--- src/rtl/clk_gen_pkg.sv ---
// Shared types and helpers for the phase-offset clock generator:
// FSM state encoding, minimum divide ratio and configuration clamping.
package clk_gen_pkg;

    typedef enum logic [1:0] {
        IDLE  = 2'd0,
        DELAY = 2'd1,
        RUN   = 2'd2
    } state_t;

    localparam int DIV_MIN = 2;

    typedef struct packed {
        logic [31:0] div;
        logic [31:0] phase;
    } cfg_pair_t;

    // A ratio below DIV_MIN cannot make a clock; a phase must fall inside one period.
    function automatic cfg_pair_t clamp_cfg(input logic [31:0] div, input logic [31:0] phase);
        cfg_pair_t r;
        r.div   = (div < 32'(DIV_MIN)) ? 32'(DIV_MIN) : div;
        r.phase = (phase >= r.div) ? (r.div - 32'd1) : phase;
        return r;
    endfunction

endpackage

--- src/rtl/clk_div_phase_if.sv ---
// Configuration port of the clock generator: divide ratio and phase offset.
// Handshake: a transfer happens on every mclk edge where cfg_valid && cfg_ready;
// the master holds cfg_div/cfg_phase stable while cfg_valid is high, and
// cfg_ready never depends on cfg_valid.
interface clk_div_phase_if #(parameter int DIV_W = 8) ();

    logic             cfg_valid;
    logic             cfg_ready;
    logic [DIV_W-1:0] cfg_div;
    logic [DIV_W-1:0] cfg_phase;

    modport master (output cfg_valid, output cfg_div, output cfg_phase, input cfg_ready);
    modport slave  (input cfg_valid, input cfg_div, input cfg_phase, output cfg_ready);

endinterface

--- src/rtl/clk_cfg_shadow.sv ---
// Shadow register for a requested divide/phase pair. Holds one clamped pair
// until the generator applies it at a period boundary.
module clk_cfg_shadow
    import clk_gen_pkg::*;
#(
    parameter int DIV_W = 8
) (
    input  logic              mclk,
    input  logic              rst,
    clk_div_phase_if.slave    cfg,
    input  logic              apply,
    output logic              pending,
    output logic [DIV_W-1:0]  sh_div,
    output logic [DIV_W-1:0]  sh_phase
);

    cfg_pair_t clamped;
    logic      accept;
    logic      unused_hi;

    always_comb begin
        clamped = clamp_cfg(32'(cfg.cfg_div), 32'(cfg.cfg_phase));
    end

    assign unused_hi     = ^{clamped.div[31:DIV_W], clamped.phase[31:DIV_W]};
    assign cfg.cfg_ready = !pending;
    assign accept        = cfg.cfg_valid && !pending;

    always_ff @(posedge mclk) begin
        if (rst) begin
            pending  <= 1'b0;
            sh_div   <= '0;
            sh_phase <= '0;
        end else if (accept) begin
            pending  <= 1'b1;
            sh_div   <= clamped.div[DIV_W-1:0];
            sh_phase <= clamped.phase[DIV_W-1:0];
        end else if (apply) begin
            pending  <= 1'b0;
        end
    end

endmodule

--- src/rtl/clk_div_phase.sv ---
// Divided, phase-offset clock generator. Settings change only at a period
// boundary, so bclk never shows a runt pulse; all outputs are registered.
module clk_div_phase
    import clk_gen_pkg::*;
#(
    parameter int DIV_W       = 8,
    parameter int DEFAULT_DIV = 10
) (
    input  logic              mclk,
    input  logic              rst,
    input  logic              en,
    clk_div_phase_if.slave    cfg,
    output logic              bclk,
    output logic              bclk_rise,
    output logic              locked,
    output logic [DIV_W-1:0]  act_div,
    output logic [DIV_W-1:0]  act_phase,
    output state_t            dbg_state
);

    state_t           state, state_n;
    logic [DIV_W-1:0] cnt, cnt_n;
    logic [DIV_W-1:0] dly, dly_n;
    logic [DIV_W-1:0] act_div_n, act_phase_n;
    logic [DIV_W-1:0] sh_div, sh_phase, start_phase;
    logic [DIV_W:0]   phase_diff;
    logic             pending, apply, last;
    logic             unused_msb;

    clk_cfg_shadow #(.DIV_W(DIV_W)) u_shadow (
        .mclk     (mclk),
        .rst      (rst),
        .cfg      (cfg),
        .apply    (apply),
        .pending  (pending),
        .sh_div   (sh_div),
        .sh_phase (sh_phase)
    );

    // Extra delay needed to move from the old phase to the new one, mod the new ratio.
    always_comb begin
        if (sh_phase >= act_phase)
            phase_diff = {1'b0, sh_phase} - {1'b0, act_phase};
        else
            phase_diff = {1'b0, sh_phase} + {1'b0, sh_div} - {1'b0, act_phase};
    end

    assign unused_msb  = phase_diff[DIV_W];
    assign last        = (cnt == act_div - 1'b1);
    assign start_phase = pending ? sh_phase : act_phase;
    assign dbg_state   = state;

    always_comb begin
        state_n     = state;
        cnt_n       = cnt;
        dly_n       = dly;
        act_div_n   = act_div;
        act_phase_n = act_phase;
        apply       = 1'b0;
        case (state)
            IDLE: begin
                if (pending) begin
                    apply       = 1'b1;
                    act_div_n   = sh_div;
                    act_phase_n = sh_phase;
                end
                if (en) begin
                    cnt_n = '0;
                    if (start_phase != '0) begin
                        dly_n   = start_phase;
                        state_n = DELAY;
                    end else begin
                        state_n = RUN;
                    end
                end
            end
            DELAY: begin
                dly_n = dly - 1'b1;
                if (dly <= 1) begin
                    state_n = RUN;
                    cnt_n   = '0;
                end
            end
            RUN: begin
                if (!last) begin
                    cnt_n = cnt + 1'b1;
                end else if (!en) begin
                    state_n = IDLE;
                    cnt_n   = '0;
                end else if (pending) begin
                    apply       = 1'b1;
                    act_div_n   = sh_div;
                    act_phase_n = sh_phase;
                    cnt_n       = '0;
                    if (sh_phase != act_phase && phase_diff[DIV_W-1:0] != '0) begin
                        dly_n   = phase_diff[DIV_W-1:0];
                        state_n = DELAY;
                    end
                end else begin
                    cnt_n = '0;
                end
            end
            default: begin
                state_n = IDLE;
                cnt_n   = '0;
            end
        endcase
    end

    always_ff @(posedge mclk) begin
        if (rst) begin
            state     <= IDLE;
            cnt       <= '0;
            dly       <= '0;
            act_div   <= DIV_W'(DEFAULT_DIV);
            act_phase <= '0;
            bclk      <= 1'b0;
            bclk_rise <= 1'b0;
            locked    <= 1'b0;
        end else begin
            state     <= state_n;
            cnt       <= cnt_n;
            dly       <= dly_n;
            act_div   <= act_div_n;
            act_phase <= act_phase_n;
            // Odd ratios get the shorter half high because of the floor in >>1.
            bclk      <= (state_n == RUN) && (cnt_n < (act_div_n >> 1));
            bclk_rise <= (state_n == RUN) && (cnt_n == '0);
            locked    <= (state_n == RUN);
        end
    end

endmodule

--- src/flat_wrapper.sv ---
// flat-port wrapper written by rule: the top's interface ports become plain ports
module clk_div_phase_flat import clk_gen_pkg::*;
#(
    parameter int DIV_W       = 8,
    parameter int DEFAULT_DIV = 10
)
  (mclk, rst, en, bclk, bclk_rise, locked, act_div, act_phase, dbg_state, cfg_cfg_valid, cfg_cfg_div, cfg_cfg_phase, cfg_cfg_ready);
  clk_div_phase_if #(.DIV_W(DIV_W)) cfg_i ();
  input  logic mclk;
  input  logic rst;
  input  logic en;
  output logic bclk;
  output logic bclk_rise;
  output logic locked;
  output logic [DIV_W-1:0] act_div;
  output logic [DIV_W-1:0] act_phase;
  output state_t dbg_state;
  input wire logic [$bits(cfg_i.cfg_valid)-1:0] cfg_cfg_valid;
  input wire logic [$bits(cfg_i.cfg_div)-1:0] cfg_cfg_div;
  input wire logic [$bits(cfg_i.cfg_phase)-1:0] cfg_cfg_phase;
  output wire logic [$bits(cfg_i.cfg_ready)-1:0] cfg_cfg_ready;
  assign cfg_i.cfg_valid = cfg_cfg_valid;
  assign cfg_i.cfg_div = cfg_cfg_div;
  assign cfg_i.cfg_phase = cfg_cfg_phase;
  assign cfg_cfg_ready = cfg_i.cfg_ready;
  clk_div_phase #(.DIV_W(DIV_W), .DEFAULT_DIV(DEFAULT_DIV)) u_core (.mclk(mclk), .rst(rst), .en(en), .cfg(cfg_i), .bclk(bclk), .bclk_rise(bclk_rise), .locked(locked), .act_div(act_div), .act_phase(act_phase), .dbg_state(dbg_state));
endmodule
--- config.mk ---
export PLATFORM = sky130hd
export DESIGN_NAME = clk_div_phase_flat
export DESIGN_NICKNAME = d
export VERILOG_FILES = /design/src/rtl/clk_gen_pkg.sv /design/src/rtl/clk_div_phase_if.sv /design/src/rtl/clk_cfg_shadow.sv /design/src/rtl/clk_div_phase.sv /design/src/flat_wrapper.sv
export SDC_FILE = /design/constraint.sdc
export NUM_CORES = 1
export LEC_CHECK = 0
export ABC_AREA = 1
export CORE_MARGIN = 2
export CORE_UTILIZATION = 64
export DETAILED_ROUTE_END_ITERATION = 10
export PLACE_DENSITY = 0.92
export SETUP_SLACK_MARGIN = 0.05
export SYNTH_ARGS = -nofsm -noshare
export SYNTH_HDL_FRONTEND = slang
export SYNTH_SLANG_ARGS = --single-unit
--- constraint.sdc ---
create_clock -name mclk -period 8.1 [get_ports mclk]
set_input_delay 2.43 -clock mclk [delete_from_list [all_inputs] [get_ports mclk]]
set_output_delay 2.43 -clock mclk [all_outputs]
set_load 0.02 [all_outputs]
==> results.toml <==
[outcome]
outcome = "complete, no violations"

[min_path]
worst_hold_path.num_cells = 2
hp-class = "flip-flop to flip-flop"
hold_start = "u_core.dly[3]$_SDFFE_PP0P_"
min_to = "u_core.dly[3]$_SDFFE_PP0P_"

[floorplan]
rows = 31
die_w_um = 90.66
io_pins = 42
dieHeight_um = 90.66
start_util = 0.6626
core_um2 = 7253
dieArea_um2 = 8218

[sta]
finalHoldViolCount = 0
maxSlewHeadroom = 0.2923
finClkSkew_ps = 15.93
period_minus_slack_ps = 5058
tightestPinTransition_ps = 1060
max_freq_ghz = 0.1977
final_max_slew_viol_count = 0
fin_tns_setup_ps = 0
min_period_over_period = 0.6244
rsz0062_at_grt = "no"
setup_viol = 0
setup_ws_ps = 3042

[place]
post-place-ws_ps = 2870
port_buffers = 41
place_congestion = 1.002
dp_hpwl_um = 10440

[grt]
grt_pass1_wl_um = 22000
first_global_vias = 4832
antenna_found_initial = 0
grt_usage = 0.3249
grt_overflow = 0
grt_max_degree = 31

[setup_path]
critical_path_arrival_ps = 5290
worstReg2RegStart = "u_core.act_div[0]$_SDFFE_PP0P_"
path_max_fanout = 16
cp_data_required_time_ps = 8330
start_kind = "primary input"
reg2regPathDepth = 19
worstSetupPathType = "primary input to flip-flop"
timing.rr.end = "u_core.bclk$_SDFF_PP0_"
crit_path_end_kind = "flip-flop"
reg2reg_slack_ps = 4570

[layout]
layout_common_cells = "nand2_1 (184), inv_1 (137), nor2_1 (67)"
area_growth_pct = 11.46
mostFrequentLayoutCell = "nand2_1"
drive_above_1_share = 0.04918
diodes = 0
nets = 858

[yosys]
syn_inst = 760
synthArstFlopShare = 0
synthDistinctLibCells = 43
syn_avg_cell_area_um2 = 6.323
synth_area_um2 = 4806
synth-edff-count = 0
synth_fp_nets = 826
yosysWarnings = 0
synth_flop_cell = "dfxtp_1"
yosysSeqAreaShare = 0.2249
synth.ff_latch_count = 54

[detailed_routing]
wl_per_cell_um = 14.70
drc = 0
first_iter_violations = 375
wl_um = 13120
drt_pre_antenna_iters = 5
vias_per_cell = 5.723
ant_nets = 0
route.vias.total = 5105

[clock_network]
clk_latency_ps = 320
cts-buffers-inserted = 5
cts_tree = "built"
post_cts_buffers = 0
numClockSinks = 54
clockBufferDepth = 2
post_cts_resized = 0
cts_max_level = 2
clk_pin_slew_ps = 110
cts-root-buf = "clkbuf_8"
cts_hold_buf = 0

[power_and_ir_drop]
switching_share = 0.5396
p_clk_frac = 0.089
power_leakage_nw = 2.577
ir_drop_mv = 0.1520
internal_power_uw = 821.9
p_switching_uw = 963.2
power_frac_comb = 0.696
power_frac_seq = 0.216
cellPowerDensity_nw_per_um2 = 333.3

[run]
cap_violations = 0
==> how the worst max path moves through the flow <==
stage / startpoint / to / slack [ps]
6_report: cfg_cfg_div[3] / u_core.u_shadow.sh_phase[2]$_SDFFE_PP0P_ / 3040
3_5_place_dp: cfg_cfg_div[3] / u_core.u_shadow.sh_phase[2]$_SDFFE_PP0P_ / 2870
5_1_grt: cfg_cfg_div[3] / u_core.u_shadow.sh_phase[2]$_SDFFE_PP0P_ / 2930
3_3_place_gp: cfg_cfg_div[3] / u_core.u_shadow.sh_phase[5]$_SDFFE_PP0P_ / 3160
2_1_floorplan: cfg_cfg_div[3] / u_core.u_shadow.sh_phase[1]$_SDFFE_PP0P_ / 3940
4_1_cts: cfg_cfg_div[3] / u_core.u_shadow.sh_phase[2]$_SDFFE_PP0P_ / 3200
==> routing by layer <==
| metal | global-route usage | vias up | part of all wire |
|---|---|---|---|
| met1 | 0.4174 | 2326 | 0.42 |
| met5 | 0 | - | 0 |
| met4 | 0.08974 | 0 | 0.023 |
| li1 | - | 2506 | - |
| met2 | 0.5634 | 241 | 0.47 |
| met3 | 0.05259 | 32 | 0.081 |
==> cell families after synthesis <==
| logic type | synth area share |
|---|---|
| xor gates and xnor gates | 0.02916 |
| adders and majority gates | 0.1323 |
| AOI/OAI and AO/OA | 0.1854 |
| and+or+nand+nor | 0.3007 |
| DFF | 0.2249 |
| buffers and inverters | 0.1276 |
==> critical path: stages <==
cell,delay [ps]
clkdlybuf4s50_1,570
nor2_1,110
nand4_1,100
inv_1,60
nor2_1,210
ha_1,300
a21oi_1,150
o21ai_0,100
nand2_1,80
o2111ai_1,490
a21oi_1,310
o21ai_0,170
a21oi_1,200
==> per-stage QoR <==
stage	total power [mW]	util	cell area (um^2)	cells	hold WS (ps)
final	1.785	0.7385	5356	892	512.9
after CTS	1.756	0.7385	5356	892	514.6
after detailed placement	1.594	0.7262	5268	884	499.1
after floorplan	1.308	-	4806	760	453.8
after global placement	1.547	0.7262	5268	884	478.2
after global routing	1.945	0.7385	5356	892	528.5
==> final cells by class <==
cell class	instances	area, um^2
clock buffer	6	72.57
clock inverter	2	16.27
fill	603	1897
inverter	144	540.5
multi-input combinational	546	3112
sequential	54	1081
tap	99	123.9
timing repair buffer	41	410.4
==> power groups by stage <==
stage	combinational [mW]	clock [mW]	sequential [mW]
finish	1.24	0.158	0.385
global route	1.38	0.172	0.392
CTS	1.21	0.160	0.383
detailed placement	1.21	0	0.389
global placement	1.16	0	0.386
floorplan	0.903	0	0.405
==> cells in the mapped netlist, types with 8 or more instances <==
cell type  count  share of area
fa_1           8          0.033
nor2_1        67          0.052
ha_1          38          0.099
nand2_1      184           0.14
xor2_1        12          0.022
a21oi_1       49          0.051
nand3_1       39          0.041
nand4_1       15          0.020
clkbuf_1      11         0.0086
inv_1        137           0.11
o21ai_0       55          0.057
dfxtp_1       54           0.22
==> registers in the layout, summed over array words and instances (netlist names) <==
name and flops:
u_core.u_shadow.sh_phase 8, u_core.act_phase 8, u_core.u_shadow.sh_div 8, u_core.u_shadow.pending 1, u_core.locked 1, u_core.cnt 8, u_core.bclk_rise 1, u_core.dbg_state 2
u_core.act_div 8, u_core.bclk 1, u_core.dly 8
Power figures use the tool's default switching activity.
